`src/rtl/regfile_bypass_if.sv`:
```
// rtl/regfile_bypass_if.sv - write/read bus bundle for the bypassing register file
interface regfile_bypass_if #(
  parameter int DATA_W = 32,
  parameter int ADDR_W = 5,
  parameter int NUM_RD = 2
);
  logic                     wr_en;
  logic [ADDR_W-1:0]        wr_addr;
  logic [DATA_W-1:0]        wr_data;
  logic [NUM_RD*ADDR_W-1:0] rd_addr;
  logic [NUM_RD*DATA_W-1:0] rd_data;
  logic                     busy;
  logic                     wr_drop;

  modport master (
    output wr_en, wr_addr, wr_data, rd_addr,
    input  rd_data, busy, wr_drop
  );

  modport slave (
    input  wr_en, wr_addr, wr_data, rd_addr,
    output rd_data, busy, wr_drop
  );
endinterface

```
`src/rtl/regfile_bypass.sv`:
```
// rtl/regfile_bypass.sv - multi-read-port register file with self-clear after reset and write bypass
module regfile_bypass #(
  parameter int DATA_W   = 32,
  parameter int ADDR_W   = 5,
  parameter int NUM_RD   = 2,
  parameter int BYPASS   = 1,
  parameter int ZERO_REG = 1
) (
  input  logic             clock,
  input  logic             reset,
  regfile_bypass_if.slave  bus
);
  localparam int DEPTH = 1 << ADDR_W;

  typedef enum logic {CLEAR, READY} state_t;

  state_t             state_q, state_d;
  logic [ADDR_W-1:0]  clr_cnt_q, clr_cnt_d;
  logic               wr_drop_q, wr_drop_d;
  logic [DATA_W-1:0]  mem_q [DEPTH];
  logic               busy;
  logic               wr_commit;
  logic [NUM_RD*DATA_W-1:0] rd_flat;

  assign busy      = (state_q == CLEAR);
  // Writes to a hardwired zero entry are accepted silently but never land or forward
  assign wr_commit = bus.wr_en && !busy && !((ZERO_REG != 0) && (bus.wr_addr == '0));

  always_comb begin
    state_d   = state_q;
    clr_cnt_d = clr_cnt_q;
    wr_drop_d = 1'b0;
    case (state_q)
      CLEAR: begin
        clr_cnt_d = clr_cnt_q + 1'b1;
        wr_drop_d = bus.wr_en;
        if (clr_cnt_q == '1) state_d = READY;
      end
      READY: begin
        clr_cnt_d = '0;
      end
      default: state_d = CLEAR;
    endcase
  end

  always_ff @(posedge clock) begin
    if (reset) begin
      state_q   <= CLEAR;
      clr_cnt_q <= '0;
      wr_drop_q <= 1'b0;
    end else begin
      state_q   <= state_d;
      clr_cnt_q <= clr_cnt_d;
      wr_drop_q <= wr_drop_d;
    end
  end

  // Storage is left untouched on reset edges; the clear walk zeroes it afterwards
  always_ff @(posedge clock) begin
    if (!reset) begin
      if (busy) begin
        mem_q[clr_cnt_q] <= '0;
      end else if (wr_commit) begin
        mem_q[bus.wr_addr] <= bus.wr_data;
      end
    end
  end

  always_comb begin
    logic [ADDR_W-1:0] ra;
    ra      = '0;
    rd_flat = '0;
    for (int i = 0; i < NUM_RD; i++) begin
      ra = bus.rd_addr[i*ADDR_W +: ADDR_W];
      if (busy) begin
        rd_flat[i*DATA_W +: DATA_W] = '0;
      end else if ((ZERO_REG != 0) && (ra == '0)) begin
        rd_flat[i*DATA_W +: DATA_W] = '0;
      end else if ((BYPASS != 0) && wr_commit && (bus.wr_addr == ra)) begin
        rd_flat[i*DATA_W +: DATA_W] = bus.wr_data;
      end else begin
        rd_flat[i*DATA_W +: DATA_W] = mem_q[ra];
      end
    end
  end

  assign bus.rd_data = rd_flat;
  assign bus.busy    = busy;
  assign bus.wr_drop = wr_drop_q;
endmodule

```
`src/flat_wrapper.sv`:
```
// flat-port wrapper written by rule: the top's interface ports become plain ports
module regfile_bypass_flat 
#(
  parameter int DATA_W   = 32,
  parameter int ADDR_W   = 5,
  parameter int NUM_RD   = 2,
  parameter int BYPASS   = 1,
  parameter int ZERO_REG = 1
)
  (clock, reset, bus_wr_en, bus_wr_addr, bus_wr_data, bus_rd_addr, bus_rd_data, bus_busy, bus_wr_drop);
  regfile_bypass_if #(.DATA_W(DATA_W), .ADDR_W(ADDR_W), .NUM_RD(NUM_RD)) bus_i ();
  input  logic clock;
  input  logic reset;
  input wire logic [$bits(bus_i.wr_en)-1:0] bus_wr_en;
  input wire logic [$bits(bus_i.wr_addr)-1:0] bus_wr_addr;
  input wire logic [$bits(bus_i.wr_data)-1:0] bus_wr_data;
  input wire logic [$bits(bus_i.rd_addr)-1:0] bus_rd_addr;
  output wire logic [$bits(bus_i.rd_data)-1:0] bus_rd_data;
  output wire logic [$bits(bus_i.busy)-1:0] bus_busy;
  output wire logic [$bits(bus_i.wr_drop)-1:0] bus_wr_drop;
  assign bus_i.wr_en = bus_wr_en;
  assign bus_i.wr_addr = bus_wr_addr;
  assign bus_i.wr_data = bus_wr_data;
  assign bus_i.rd_addr = bus_rd_addr;
  assign bus_rd_data = bus_i.rd_data;
  assign bus_busy = bus_i.busy;
  assign bus_wr_drop = bus_i.wr_drop;
  regfile_bypass #(.DATA_W(DATA_W), .ADDR_W(ADDR_W), .NUM_RD(NUM_RD), .BYPASS(BYPASS), .ZERO_REG(ZERO_REG)) u_core (.clock(clock), .reset(reset), .bus(bus_i));
endmodule
```
`config.mk`:
```
export PLATFORM = sky130hd
export DESIGN_NAME = regfile_bypass_flat
export DESIGN_NICKNAME = d
export VERILOG_FILES = /design/src/rtl/regfile_bypass_if.sv /design/src/rtl/regfile_bypass.sv /design/src/flat_wrapper.sv
export SDC_FILE = /design/constraint.sdc
export NUM_CORES = 1
export LEC_CHECK = 0
export CORE_UTILIZATION = 30
export DETAILED_ROUTE_END_ITERATION = 10
export SYNTH_ARGS = -nofsm -noshare
export SYNTH_HDL_FRONTEND = slang
export SYNTH_SLANG_ARGS = --single-unit
export TNS_END_PERCENT = 1
```
`constraint.sdc`:
```
create_clock -name clock -period 7.66 [get_ports clock]
set_input_delay 1.532 -clock clock [delete_from_list [all_inputs] [get_ports clock]]
set_output_delay 1.532 -clock clock [all_outputs]
set_load 0.01 [all_outputs]
```
==> results of run 1 <==
==> through the flow <==
step,area [µm²],hold WS (ps),setup WS (ps)
final,56300,514,703
after floorplan,48400,465,2790
after global routing,56300,557,600
after detailed placement,52900,504,969
after CTS,56300,514,921
after global placement,52900,494,934
==> cells by family (layout without fill, tap and decap cells) <==
kind of cell	Yosys count	count (layout)	synth area share [%]
DFF	1031	1031	63.8
muxes	563	563	24.9
AOI/OAI and AO/OA	350	350	5.63
and+or+nand+nor	303	303	3.12
buffers and inverters	217	433	2.29
xor gates and xnor gates	12	12	0.217
adders and majority gates	2	2	0.0517
other	0	1	0
==> where the power goes <==
group	switching, µW	leakage, µW	total (µW)	internal, µW
Combinational	461	0.00633	803	342
Clock	2250	0.00166	5190	2940
Sequential	15.6	0.0105	6160	6150
Total	2730	0.0185	12200	9430
==> placed cells by master (no fill, tap or decap), types with 38 or more instances in the layout <==
| cell type | count |
|---|---|
| a211oi_1 | 119 |
| a22oi_1 | 100 |
| and2_1 | 38 |
| buf_4 | 90 |
| clkbuf_16 | 103 |
| clkdlybuf4s50_1 | 107 |
| edfxtp_1 | 1024 |
| mux2i_1 | 50 |
| mux4_2 | 512 |
| nand2_1 | 108 |
| nor2b_1 | 75 |
==> area by class of cell <==
class | instances | area, µm²
Clock buffer | 116 | 2630
Inverter | 6 | 22.5
Timing Repair Buffer | 235 | 2470
Tap cell | 2160 | 2700
Clock inverter | 76 | 767
Sequential cell | 1031 | 30900
Multi-Input combinational cell | 1230 | 16800
Antenna cell | 1 | 2.50
Fill cell | 14987 | 104000
==> sequential cells by signal (all words and copies together) (netlist names) <==
name and count:
u_core.bus.wr_drop 1, u_core.clr_cnt_q 5, u_core.state_q 1, u_core.mem_q 1024
==> worst max-delay path, delay by kind of cell <==
family	cells	cell delay, ps
buffers and inverters	3	1520
AOI/OAI and AO/OA	4	1780
and+or+nand+nor	1	540
==> path summary, 6_finish.rpt <==
| path | start | endpoint | slack [ps] | depth (start not counted) |
|---|---|---|---|---|
| max | bus_wr_addr[4] | bus_rd_data[9] | 700 | 8 |
| min | u_core.clr_cnt_q[0] | u_core.clr_cnt_q[0] | 510 | 1 |
| max reg2reg | u_core.state_q | u_core.mem_q[14][5] | 3510 | 7 |
| min reg2reg | u_core.clr_cnt_q[0] | u_core.clr_cnt_q[0] | 510 | 1 |
==> per-layer routing <==
| metal | vias up | global-route usage [%] | share of wire, % |
|---|---|---|---|
| met4 | 4 | 5.26 | 2.7 |
| met2 | 1973 | 28.1 | 44 |
| met1 | 15445 | 26.8 | 40 |
| li1 | 11033 | - | - |
| met5 | - | 0 | 0.012 |
| met3 | 271 | 6.05 | 13 |
==> qor.csv, run 1 <==
stage;metric;value;unit
outcome;outcome;completed;
sta;setup TNS;0;ps
drt;router iterations before antenna repair;5;
floorplanning;die area;0.163;mm²
yosys;asr flop ratio synth;0;%
clock_network;Clock Tree Buf Depth;3;
clock_network;CTS clock-pin slew for the worst setup and hold paths;60;ps
sta;clk_skew;19.6;ps
drt;antenna-violating nets left;0;
job;max-cap viol count;0;
sta;unrepaired setup endpoints after global routing;no;
drt;wire per inst;32.2;µm
critical_path;Slowest-stage cell, CP;a211oi_1;
sta;final hold vios;0;
yosys;count leader, synth;edfxtp_1;
floorplanning;Die Y;404;µm
floorplanning;initial core utilization;30.2;%
yosys;Post-Syn Area;0.0484;mm²
critical_path;Critical Path Start Type;input pin;
grt;initial antenna violation count;6;
clock_network;Clock Latency Late Sink;720;ps
drt;Iter 0 DRT Violations;3816;
sta;Slew Limit Headroom;22.2;%
clock_network;postcts setup bufs;0;
yosys;top area cells in the synthesized netlist;edfxtp_1 64%, mux4_2 24%, a211oi_1 1.8%;
clock_network;# resized after CTS;0;
sta;f_max;0.144;GHz
clock_network;CTS tree;yes;
layout;# nets final;2659;
clock_network;H-tree depth;3;
sta;Slew Viols, Final;0;
critical_path;WS Path Type;input pin to output pin;
critical_path;critical-path maximum fanout;31;
critical_path;CP Capture Type;output pin;
yosys;Mean Syn Cell Area;19.5;µm²
yosys;Mapped Cells;2478;
clock_network;clk root buf;clkbuf_16;
clock_network;# clock sinks;1031;
layout;utilization of the core after routing;35.1;%
critical_path;crit path DAT;5420;ps
pwr;power per cell area;216;mW/mm²
place;Final Wtd Congestion;0.839;
drt;# DRC;0;
pwr;PnR Total Power;12200;µW
pwr;Leak;0.0185;µW
grt;total gr overflow;0;
critical_path;most frequent cell on the critical path;clkdlybuf4s50_1;
place;PortBufs;115;
grt;Total Routing Usage GR;19.0;%
place;dpl hpwl;90700;µm
drt;via count;28726;
grt;number of global-route vias before repair;28525;
layout;area grow syn2layout;16.2;%
clock_network;hold buffer count at CTS;0;
place;Cell Count Post-Placement;4662;
critical_path;CP cell instances;clkdlybuf4s50_1, nor4_2, a21o_1, o31ai_4, buf_4, a211oi_1, a221o_1, clkdlybuf4s50_1;
sta;crit path time final;6960;ps
grt;largest net degree at the start of global routing;70;
drt;Vias/cell;5.92;
yosys;EDFF count, synth;1024;
yosys;Synth Register Bits;1031;
min_path;worst hold-check path type;flip-flop to flip-flop;
critical_path;WP data required;6130;ps
yosys;Post-synth top flop;edfxtp_1;
floorplanning;core area;0.160;mm²
pwr;peak supply drop;0.183;mV
yosys;Seq/Total Area, Yosys;63.8;%
floorplanning;Row Count;147;
yosys;Yosys top cell area share;63.5;%
drt;final wirelength;156000;µm
grt;first-pass GRT wire length;219000;µm
yosys;post-synth top area cell;edfxtp_1;
layout;share of cells above drive strength 1;31.3;%
yosys;Post-synth top cells;1024 x edfxtp_1, 512 x mux4_2, 119 x a211oi_1;
sta;worst slew pin tran;1160;ps
floorplanning;Die W;404;µm
yosys;syn_nets;2530;
layout;fin cells;4855;
sta;period utilization;90.8;%
critical_path;worst stage delay on the critical path;990;ps
floorplanning;I/O Pins;116;
clock_network;cts bufs inserted;103;
sta;setup violators final;0;
yosys;YS warnings;0;
yosys;post-synth cell types;44;
Note: power is estimated with default switching activity, not from simulation.
==> run 2: changes to the inputs <==
--- a/config.mk
+++ b/config.mk
@@ -7,6 +7,7 @@
 export LEC_CHECK = 0
 export CORE_UTILIZATION = 30
 export DETAILED_ROUTE_END_ITERATION = 10
+export SLEW_MARGIN = 40
 export SYNTH_ARGS = -nofsm -noshare
 export SYNTH_HDL_FRONTEND = slang
 export SYNTH_SLANG_ARGS = --single-unit
==> run 2 against run 1 <==
Sequential share of layout area decreased by 0.093 points. Global-route usage increased by 0.095 points. Maximum frequency increased by 2.4%. Sequential power about the same. First-iteration DRC count increased by 2.7%. Register-to-register slack got worse by 220 ps. Final cell count about the same. Cell area increased by 0.17%. Clock power decreased by 4.0%. Routed wire length increased by 0.64%. Via count increased by 0.32%. Critical path type unchanged. Largest power group unchanged.
==> qor.csv, run 2 (synthesized netlist as in run 1, its figures left out) <==
stage;metric;value;unit;change
outcome;outcome;completed;;
layout;biggest regs;u_core.mem_q x1024, u_core.clr_cnt_q x5;;
job;max-cap viol count;0;;unchanged
grt;largest net degree at the start of global routing;70;;unchanged
critical_path;crit path DAT;5260;ps;-160 ps
layout;Top reg by flops;u_core.mem_q;;
place;Final Wtd Congestion;0.839;;unchanged
grt;grt met2 use;28.0;%;-0.13 points
floorplanning;die area;0.163;mm²;unchanged
sta;unrepaired setup endpoints after global routing;no;;
critical_path;worst stage delay on the critical path;630;ps;-360 ps
layout;share of cells above drive strength 1;32.6;%;+1.3 points
grt;first-pass GRT wire length;221000;µm;+0.68%
clock_network;CTS clock-pin slew for the worst setup and hold paths;60;ps;about the same
sta;crit path time final;6790;ps;-164 ps
floorplanning;Die W;404;µm;unchanged
layout;max reg flops;1024;;unchanged
sta;f_max;0.147;GHz;+2.4%
drt;# DRC;0;;unchanged
drt;Vias/cell;5.93;;+0.26%
place;worst slack at placement;897;ps;-71.2 ps
critical_path;Slowest-stage cell, CP;clkdlybuf4s50_1;;
clock_network;hold buffer count at CTS;0;;unchanged
drt;final wirelength;157000;µm;+0.64%
layout;most frequent cells in the layout;1024 x edfxtp_1, 512 x mux4_2, 117 x a211oi_1;;
floorplanning;Die Y;404;µm;unchanged
place;PortBufs;115;;unchanged
drt;via count;28819;;+0.32%
sta;final hold slack;510;ps;-3.92 ps
grt;met1 Usage GRT;27.6;%;+0.79 points
clock_network;cts bufs inserted;102;;-0.97%
grt;M3 GR Usage;5.52;%;-0.53 points
critical_path;CP cell instances;clkdlybuf4s50_1, nor4_2, a21o_1, o31ai_4, buf_4, a211oi_1, a221o_1, clkdlybuf4s50_1;;
sta;setup TNS;0;ps;unchanged
min_path;worst hold-check path type;flip-flop to flip-flop;;
sta;setup violators final;0;;unchanged
sta;final hold vios;0;;unchanged
layout;# nets final;2667;;+0.30%
pwr;power per cell area;212;mW/mm²;-1.7%
grt;initial antenna violation count;10;;+4
critical_path;WP data required;6130;ps;about the same
layout;area grow syn2layout;16.4;%;
clock_network;Clock Latency Late Sink;710;ps;about the same
drt;Iter 0 DRT Violations;3919;;+2.7%
drt;router iterations before antenna repair;6;;+1
clock_network;clk root buf;clkbuf_16;;
sta;Slew Viols, Final;0;;unchanged
clock_network;postcts setup bufs;0;;unchanged
grt;Top Usage Layer GRT;met2;;
drt;wire per inst;32.4;µm;+0.58%
layout;commonest non-fill, non-tap cell in the layout;edfxtp_1;;
floorplanning;I/O Pins;116;;unchanged
sta;worst setup margin;867;ps;+164 ps
sta;Slew Limit Headroom;38.3;%;+16 points
floorplanning;Row Count;147;;unchanged
critical_path;Worst Reg-to-Reg Cells;7;;unchanged
grt;total gr overflow;0;;unchanged
sta;clk_skew;26.3;ps;+6.72 ps
critical_path;critical-path maximum fanout;31;;unchanged
clock_network;CTS tree;yes;;
critical_path;WS Path Type;input pin to output pin;;
critical_path;CP Capture Type;output pin;;
pwr;peak supply drop;0.191;mV;+4.5%
grt;Total Routing Usage GR;19.1;%;+0.095 points
floorplanning;initial core utilization;30.2;%;unchanged
critical_path;most frequent cell on the critical path;clkdlybuf4s50_1;;
sta;worst slew pin tran;925;ps;-239 ps
min_path;hold depth;1;;unchanged
clock_network;# clock sinks;1031;;unchanged
place;dpl hpwl;92400;µm;+1.9%
clock_network;# resized after CTS;0;;unchanged
drt;antenna-violating nets left;0;;unchanged
clock_network;H-tree depth;3;;unchanged
sta;period utilization;88.7;%;-2.1 points
grt;number of global-route vias before repair;28624;;+0.35%
clock_network;Clock Tree Buf Depth;3;;unchanged
pwr;Leak;0.0186;µW;+0.15%
floorplanning;core area;0.160;mm²;unchanged
critical_path;Critical Path Start Type;input pin;;
## run 2: cell types whose count changed in the layout (fill, tap and decap cells not counted), moves of 4 or more
cell / before / now
and2_1: 38 / 6
and2_2: 1 / 33
buf_8: 5 / 10
bufinv_16: 14 / 10
clkbuf_1: 13 / 17
clkinv_1: 30 / 25
## run 2: worst paths after layout
check / slack (ps) / from / to
max: 870 / bus_wr_addr[4] / bus_rd_data[2]
max reg2reg: 3290 / u_core.state_q / u_core.mem_q[14][10]
min reg2reg: 510 / u_core.clr_cnt_q[0] / u_core.clr_cnt_q[0]
min: 510 / u_core.clr_cnt_q[0] / u_core.clr_cnt_q[0]
## run 2: stage by stage
step / instance area [µm²] / instances / util (%) / total power, µW
3_5_place_dp: 53100 / 4671 / 33.1 / 7100
4_1_cts: 56300 / 4856 / 35.1 / 12000
3_3_place_gp: 52900 / 4662 / 33.0 / 7090
6_report: 56300 / 4858 / 35.1 / 12000
2_1_floorplan: 48400 / 2478 / - / 6800
5_1_grt: 56300 / 4856 / 35.1 / 12300
## run 2: power breakdown
part	switching (µW)	internal, µW	total, µW
clock	2210	2780	4980
combinational	467	351	819
sequential	15.8	6150	6160
total	2690	9270	12000
## run 2: metal layers
metal | up-vias | part of all wire [%] | wire length [µm]
met1 | 15486 | 40 | 63300
met4 | 6 | 2.9 | 4490
li1 | 11040 | - | -
met3 | 287 | 13 | 20800
met2 | 2000 | 44 | 68800
met5 | - | 0.022 | 35
## run 2: cell type report
cell class / count / area (µm²)
sequential: 1031 / 30900
inverter: 6 / 22.5
fill: 14978 / 104000
timing repair buffer: 244 / 2670
clock buffer: 119 / 2620
multi-input combinational: 1230 / 16800
clock inverter: 66 / 603
tap: 2160 / 2700
antenna: 2 / 5.00
## run 2: critical path: cells and delay by family
family	cells	cell delay (ps)
and+or+nand+nor	1	560
AOI/OAI and AO/OA	4	1510
buffers and inverters	3	1620
